`src/rtl/alu_logic_issue.sv`:
```
// ---------------------------------------------------------------------------
// alu_logic_issue
//
// Command issue stage feeding the 8-bit logical unit of the New_Alu datapath.
// Commands {a, b, op} enter through a valid/ready port into a small FIFO.
// A two-state controller pops the FIFO head into a registered issue slot that
// drives the logical unit (operands, select, active-low enable). While the
// unit is enabled its combinational result is captured into a registered
// result slot with valid/ready handshake and status flags.
//
// Parameters:
//   DEPTH  command FIFO entries (power of two, 2..16)
//   PTR_W  FIFO pointer width, log2(DEPTH)
//
// Ports:
//   clk_in, rst_in            clock, synchronous active-high reset
//   cmd_valid_in/ready_out    command handshake
//   cmd_a_in, cmd_b_in        operands
//   cmd_op_in                 logical-unit select code
//   lu_a_out, lu_b_out        operands to the logical unit
//   lu_s_out                  select to the logical unit
//   lu_en_out                 active-low enable to the logical unit
//   lu_y_in                   result from the logical unit
//   res_valid_out/ready_in    result handshake
//   res_y_out, res_op_out     captured result and its op code
//   res_zero_out              captured result is zero
//   res_illegal_out           op code was 3'b011 or 3'b100
//   res_parity_out            XOR reduction of the captured result
//                             (present only when ALU_PARITY_EN is defined)
//   fifo_count_out            FIFO occupancy, 0..DEPTH
//
// Build option:
//   ALU_PARITY_EN  adds res_parity_out and its register.
// ---------------------------------------------------------------------------
// state  | meaning
// IDLE   | issue slot empty, logical unit disabled (lu_en_out = 1)
// ISSUE  | issue slot holds a command, unit enabled (lu_en_out = 0),
//        | lu_y_in is valid and captured when the result slot allows it
// ---------------------------------------------------------------------------
module alu_logic_issue #(
    parameter int DEPTH = 4,
    parameter int PTR_W = 2
) (
    input  logic             clk_in,
    input  logic             rst_in,
    input  logic             cmd_valid_in,
    output logic             cmd_ready_out,
    input  logic [7:0]       cmd_a_in,
    input  logic [7:0]       cmd_b_in,
    input  logic [2:0]       cmd_op_in,
    output logic [7:0]       lu_a_out,
    output logic [7:0]       lu_b_out,
    output logic [2:0]       lu_s_out,
    output logic             lu_en_out,
    input  logic [7:0]       lu_y_in,
    output logic             res_valid_out,
    input  logic             res_ready_in,
    output logic [7:0]       res_y_out,
    output logic [2:0]       res_op_out,
    output logic             res_zero_out,
    output logic             res_illegal_out,
`ifdef ALU_PARITY_EN
    output logic             res_parity_out,
`endif
    output logic [PTR_W:0]   fifo_count_out
);

    localparam int             ENTRY_W    = 19;
    localparam logic [PTR_W:0] FULL_COUNT = (PTR_W + 1)'(DEPTH);

    localparam logic [0:0] ST_IDLE  = 1'b0;
    localparam logic [0:0] ST_ISSUE = 1'b1;

    localparam logic [2:0] OP_ILLEGAL_A = 3'b011;
    localparam logic [2:0] OP_ILLEGAL_B = 3'b100;

    // -----------------------------------------------------------------------
    // Declarations
    // -----------------------------------------------------------------------
    logic [ENTRY_W-1:0] fifo_mem_q [DEPTH];
    logic [PTR_W-1:0]   wr_ptr_q, wr_ptr_d;
    logic [PTR_W-1:0]   rd_ptr_q, rd_ptr_d;
    logic [PTR_W:0]     count_q, count_d;

    logic               fifo_full;
    logic               fifo_empty;
    logic               cmd_push;
    logic               fifo_pop;
    logic               capture;
    logic [ENTRY_W-1:0] cmd_entry;
    logic [ENTRY_W-1:0] fifo_head;

    logic [0:0]         state_q, state_d;

    logic [7:0]         lu_a_q, lu_a_d;
    logic [7:0]         lu_b_q, lu_b_d;
    logic [2:0]         lu_s_q, lu_s_d;

    logic               res_valid_q, res_valid_d;
    logic [7:0]         res_y_q, res_y_d;
    logic [2:0]         res_op_q, res_op_d;
    logic               res_zero_q, res_zero_d;
    logic               res_illegal_q, res_illegal_d;
`ifdef ALU_PARITY_EN
    logic               res_parity_q, res_parity_d;
`endif

    // -----------------------------------------------------------------------
    // Handshake decode
    // -----------------------------------------------------------------------
    always_comb begin
        fifo_full  = (count_q == FULL_COUNT);
        fifo_empty = (count_q == '0);
        cmd_push   = cmd_valid_in && !fifo_full;
        cmd_entry  = {cmd_a_in, cmd_b_in, cmd_op_in};
        fifo_head  = fifo_mem_q[rd_ptr_q];

        // The result slot accepts a new value when it is empty or is being
        // drained on this same edge.
        capture    = (state_q == ST_ISSUE) && (!res_valid_q || res_ready_in);

        // The issue slot is refilled whenever it is empty or is being
        // vacated by a capture, giving one result per clock when streaming.
        fifo_pop   = !fifo_empty && ((state_q == ST_IDLE) || capture);
    end

    // -----------------------------------------------------------------------
    // FIFO pointers and occupancy
    // -----------------------------------------------------------------------
    always_comb begin
        wr_ptr_d = wr_ptr_q;
        rd_ptr_d = rd_ptr_q;
        count_d  = count_q;

        // Pointer width equals log2(DEPTH), so the increment wraps naturally.
        if (cmd_push) begin
            wr_ptr_d = wr_ptr_q + 1'b1;
        end
        if (fifo_pop) begin
            rd_ptr_d = rd_ptr_q + 1'b1;
        end

        case ({cmd_push, fifo_pop})
            2'b10:   count_d = count_q + 1'b1;
            2'b01:   count_d = count_q - 1'b1;
            default: count_d = count_q;
        endcase
    end

    // -----------------------------------------------------------------------
    // Issue controller
    // -----------------------------------------------------------------------
    always_comb begin
        state_d = state_q;
        case (state_q)
            ST_IDLE: begin
                if (fifo_pop) begin
                    state_d = ST_ISSUE;
                end
            end
            ST_ISSUE: begin
                if (capture && !fifo_pop) begin
                    state_d = ST_IDLE;
                end
            end
            default: state_d = ST_IDLE;
        endcase
    end

    // -----------------------------------------------------------------------
    // Issue slot: operands are held unchanged while stalled and after the
    // slot empties; they only move when a new command is popped.
    // -----------------------------------------------------------------------
    always_comb begin
        lu_a_d = lu_a_q;
        lu_b_d = lu_b_q;
        lu_s_d = lu_s_q;
        if (fifo_pop) begin
            lu_a_d = fifo_head[18:11];
            lu_b_d = fifo_head[10:3];
            lu_s_d = fifo_head[2:0];
        end
    end

    // -----------------------------------------------------------------------
    // Result slot: data and flags are registered together; after a drain
    // only the valid bit drops, data keeps its last value.
    // -----------------------------------------------------------------------
    always_comb begin
        res_valid_d   = res_valid_q;
        res_y_d       = res_y_q;
        res_op_d      = res_op_q;
        res_zero_d    = res_zero_q;
        res_illegal_d = res_illegal_q;
`ifdef ALU_PARITY_EN
        res_parity_d  = res_parity_q;
`endif
        if (capture) begin
            res_valid_d   = 1'b1;
            res_y_d       = lu_y_in;
            res_op_d      = lu_s_q;
            res_zero_d    = (lu_y_in == 8'h00);
            res_illegal_d = (lu_s_q == OP_ILLEGAL_A) || (lu_s_q == OP_ILLEGAL_B);
`ifdef ALU_PARITY_EN
            res_parity_d  = ^lu_y_in;
`endif
        end else if (res_valid_q && res_ready_in) begin
            res_valid_d   = 1'b0;
        end
    end

    // -----------------------------------------------------------------------
    // FIFO storage; contents are qualified by the pointers and need no reset.
    // -----------------------------------------------------------------------
    always_ff @(posedge clk_in) begin
        if (cmd_push) begin
            fifo_mem_q[wr_ptr_q] <= cmd_entry;
        end
    end

    // -----------------------------------------------------------------------
    // Control and datapath registers
    // -----------------------------------------------------------------------
    always_ff @(posedge clk_in) begin
        if (rst_in) begin
            wr_ptr_q      <= '0;
            rd_ptr_q      <= '0;
            count_q       <= '0;
            state_q       <= ST_IDLE;
            lu_a_q        <= '0;
            lu_b_q        <= '0;
            lu_s_q        <= '0;
            res_valid_q   <= 1'b0;
            res_y_q       <= '0;
            res_op_q      <= '0;
            res_zero_q    <= 1'b0;
            res_illegal_q <= 1'b0;
`ifdef ALU_PARITY_EN
            res_parity_q  <= 1'b0;
`endif
        end else begin
            wr_ptr_q      <= wr_ptr_d;
            rd_ptr_q      <= rd_ptr_d;
            count_q       <= count_d;
            state_q       <= state_d;
            lu_a_q        <= lu_a_d;
            lu_b_q        <= lu_b_d;
            lu_s_q        <= lu_s_d;
            res_valid_q   <= res_valid_d;
            res_y_q       <= res_y_d;
            res_op_q      <= res_op_d;
            res_zero_q    <= res_zero_d;
            res_illegal_q <= res_illegal_d;
`ifdef ALU_PARITY_EN
            res_parity_q  <= res_parity_d;
`endif
        end
    end

    // -----------------------------------------------------------------------
    // Outputs
    // -----------------------------------------------------------------------
    assign cmd_ready_out   = !fifo_full;
    assign fifo_count_out  = count_q;
    assign lu_a_out        = lu_a_q;
    assign lu_b_out        = lu_b_q;
    assign lu_s_out        = lu_s_q;
    assign lu_en_out       = (state_q == ST_IDLE);
    assign res_valid_out   = res_valid_q;
    assign res_y_out       = res_y_q;
    assign res_op_out      = res_op_q;
    assign res_zero_out    = res_zero_q;
    assign res_illegal_out = res_illegal_q;
`ifdef ALU_PARITY_EN
    assign res_parity_out  = res_parity_q;
`endif

endmodule

```
`config.mk`:
```
export PLATFORM = sky130hd
export DESIGN_NAME = alu_logic_issue
export DESIGN_NICKNAME = d
export VERILOG_FILES = /design/src/rtl/alu_logic_issue.sv
export SDC_FILE = /design/constraint.sdc
export NUM_CORES = 1
export LEC_CHECK = 0
export ABC_CLOCK_PERIOD_IN_PS = 2780
export BUFFER_PORTS_ARGS = -buffer_cell sky130_fd_sc_hd__buf_4
export CAP_MARGIN = 15
export CORE_MARGIN = 5
export CORE_UTILIZATION = 33
export DETAILED_ROUTE_END_ITERATION = 7
export PLACE_DENSITY = 0.53
export SYNTH_ARGS = -nofsm -noshare
export SYNTH_HDL_FRONTEND = slang
export SYNTH_SLANG_ARGS = --single-unit
```
`constraint.sdc`:
```
create_clock -name clk_in -period 2.78 [get_ports clk_in]
set_input_delay 0.278 -clock clk_in [delete_from_list [all_inputs] [get_ports clk_in]]
set_output_delay 0.278 -clock clk_in [all_outputs]
set_load 0.005 [all_outputs]
```
==> summary.md <==
| Metric | Value |
|---|---|
| Status | complete, no violations |
| Clk_lat worst skew | 0.41 ns |
| Die footprint | 16100 sq um |
| Wire per inst | 17.09 um |
| # nets final | 414 |
| Clock network fraction of total power | 37.8% |
| Vias post-DR | 2749 |
| Post-DRT Antenna Nets | 0 |
| Bufs on Longest Clock Path | 2 |
| Synth warn | 0 |
| Library cells used by synthesis | 35 |
| M1 wire length | 4403 um |
| DR pass1 iterations | 4 |
| PD cells | 1060 nW/um^2 |
| Worst setup EP type | register |
| Final non-filler cell total | 566 |
| GR Overflow Total | 0 |
| First-pass GRT wire length | 15630 um |
| Syn avg cell area | 14.55 sq um |
| RSZ-0062 raised after global routing | no |
| Vias per cell | 4.857 |
| Final Hold Vio Count | 0 |
| Ranking of synthesized cells by area | edfxtp_1 51%, dfxtp_1 18%, mux4_2 9.5%, a21oi_1 4.4%, nand3_1 3.6% |
| Met3 wire length | 478 um |
| Fmax | 0.4216 GHz |
| Met2 wire length | 4753 um |
| Net Switching | 1.680 mW |
| Sw frac | 27.38% |
| Clk root buf | clkbuf_16 |
| Leading area contributor after synthesis | edfxtp_1 |
| Leak | 2.073 nW |
| CP required | 3.11 ns |
| Synth-to-Final Area Change | 28.33% |
| HPWL Detailed | 6075 um |
| Crit share post-route | 85.32% |
| Port-buffer cells | 68 |
| Vias in the first global route | 2858 |
| Diode count | 0 |
| Reg-to-reg slack, setup | 0.41 ns |
| Post-CTS Setup Bufs | 0 |
| H-tree levels | 4 |
| Sequential power share | 37.5% |
| Async SR Flop Fraction | 0% |
| Worst slew margin | 30.04% |
| Post-synth top cells | 76 x edfxtp_1, 41 x dfxtp_1, 40 x a21oi_1, 32 x nand3_1, 19 x mux4_2 |
| Post-synthesis sequential area ratio | 68.81% |
| Die Wd | 126.9 um |
| Starting density of the core | 33.92% |
| Max Cap Viol | 0 |
| Worst-margin pin slew | 1.049 ns |
| DRC Markers | 0 |
| Post-synth net total | 347 |
| Initial antenna violation count | 0 |
| Internal power | 4.456 mW |
| Crit path max fanout | 10 |
| Mapped Cells | 310 |
| Crit Path Category | reg2reg |
| Sink Count | 117 |
| Setup ws final | 0.4081 ns |
| Largest net degree at the start of global routing | 43 |
| Util after Layout | 43.53% |
| Num CTS Buffers | 17 |
| Pre-CTS WS | 0.4099 ns |
| Post-synth top area share | 50.61% |
| Clock skew | 0.009844 ns |
| Post-CTS sizing | 0 |
| Final setup TNS | 0 ns |
| Cell count after placement | 534 |
| Most frequent cell after synthesis | edfxtp_1 |
| Worst VDD drop | 0.0003619 V |
| Worst min path class | in2reg |
| I/O Pins | 69 |
| Top sig layer | met4 |
| Post-synth EDFFs | 76 |
| Final setup vio count | 0 |
| Logic pwr share | 24.8% |
| Critical Path Start Type | register |
| Number of synthesized register bits | 117 |
| Total routed wirelength | 9673 um |
| Final slew viol count | 0 |
| Worst-path clk slew | 0.06 ns |
| Die height | 126.9 um |
| Ys flop type | edfxtp_1 |
| CTS tree | built |
| Mapped cell area | 4509 sq um |
| Initial drt markers | 198 |
| Total GRT Usage | 12.72% |
| Min cycle time layout | 2.372 ns |
| Worst EP arrival | 2.70 ns |
| Layout cells sized above 1 | 32.31% |
| CORE AREA | 13300 sq um |
| GPL Wtd Cong | 0.7341 |
| Rows | 42 |
| Count of hold-fix buffers inserted at cts | 0 |
==> worst paths after layout <==
kind	startpoint	end	cells after the start
worst max-delay path	fifo_count_out[2]$_SDFFE_PP0P_	fifo_count_out[2]$_SDFFE_PP0P_	8
worst min-delay path	cmd_b_in[2]	fifo_mem_q[3][5]$_DFFE_PP_	1
worst max register to register	fifo_count_out[2]$_SDFFE_PP0P_	fifo_count_out[2]$_SDFFE_PP0P_	8
worst min register to register	lu_b_out[6]$_SDFFE_PP0P_	lu_b_out[6]$_SDFFE_PP0P_	2
==> area by class of cell <==
class / count / area (sq um)
Multi-Input combinational cell: 161 / 1251
Clock inverter: 9 / 150.1
Inverter: 7 / 26.28
Sequential cell: 117 / 3103
Timing Repair Buffer: 73 / 548.0
Fill cell: 1220 / 7508
Tap cell: 176 / 220.2
Clock buffer: 23 / 488.0
==> critical path, cell delays in order, from the launching register on <==
cell and delay, ns:
dfxtp_1 0.40, or3b_1 0.51, nand2_1 0.13, ha_1 0.19, inv_1 0.06, fa_1 0.38, xor2_1 0.17, or3_1 0.32
a21oi_1 0.15
==> logic make-up after synthesis <==
logic type | share of synthesized area (%)
DFF | 68.81
AOI/OAI and AO/OA | 9.156
and+or+nand+nor | 6.881
buffers and inverters | 3.440
muxes | 9.489
adders and majority gates | 1.831
xor gates and xnor gates | 0.3885
==> power groups by stage <==
stage / Clock [mW] / Combinational, mW / Sequential (mW)
2_1_floorplan: 0 / 1.03 / 2.30
3_3_place_gp: 0 / 1.55 / 2.32
3_5_place_dp: 0 / 1.57 / 2.34
4_1_cts: 2.35 / 1.57 / 2.30
5_1_grt: 2.44 / 1.74 / 2.33
6_report: 2.32 / 1.52 / 2.30
==> cell usage in the layout (no fill, tap or decap), types with 3 or more instances in the layout <==
master / count
mux4_2: 19
a21oi_1: 40
o21ai_1: 15
clkinv_2: 3
ha_1: 5
buf_4: 73
bufinv_16: 4
dfxtp_1: 41
edfxtp_1: 76
o21ai_0: 18
clkbuf_8: 4
nand3_1: 32
inv_1: 4
clkbuf_16: 17
and3_1: 4
nor2_1: 6
==> sequential cells by signal, summed over array words and instances (netlist names) <==
register         flops
fifo_mem_q          76
lu_a_out             8
lu_b_out             8
res_y_out            8
fifo_count_out       3
lu_s_out             3
res_op_out           3
rd_ptr_q             2
wr_ptr_q             2
res_illegal_out      1
res_valid_out        1
res_zero_out         1
state_q              1
==> per-stage QoR <==
step | instance area [sq um] | power [mW] | hold WS, ns
3_5_place_dp | 5149 | 3.905 | 0.4705
2_1_floorplan | 4509 | 3.334 | 0.3769
3_3_place_gp | 5149 | 3.873 | 0.4639
6_report | 5787 | 6.136 | 0.07137
4_1_cts | 5787 | 6.227 | 0.05832
5_1_grt | 5787 | 6.514 | 0.05307
==> layer usage <==
layer,track usage (%),vias to the layer above
met3,5.002,2
met5,0,-
met2,20.02,64
met4,3.975,0
li1,-,1322
met1,16.23,1361
No activity file was read; power rests on OpenSTA's default activity.
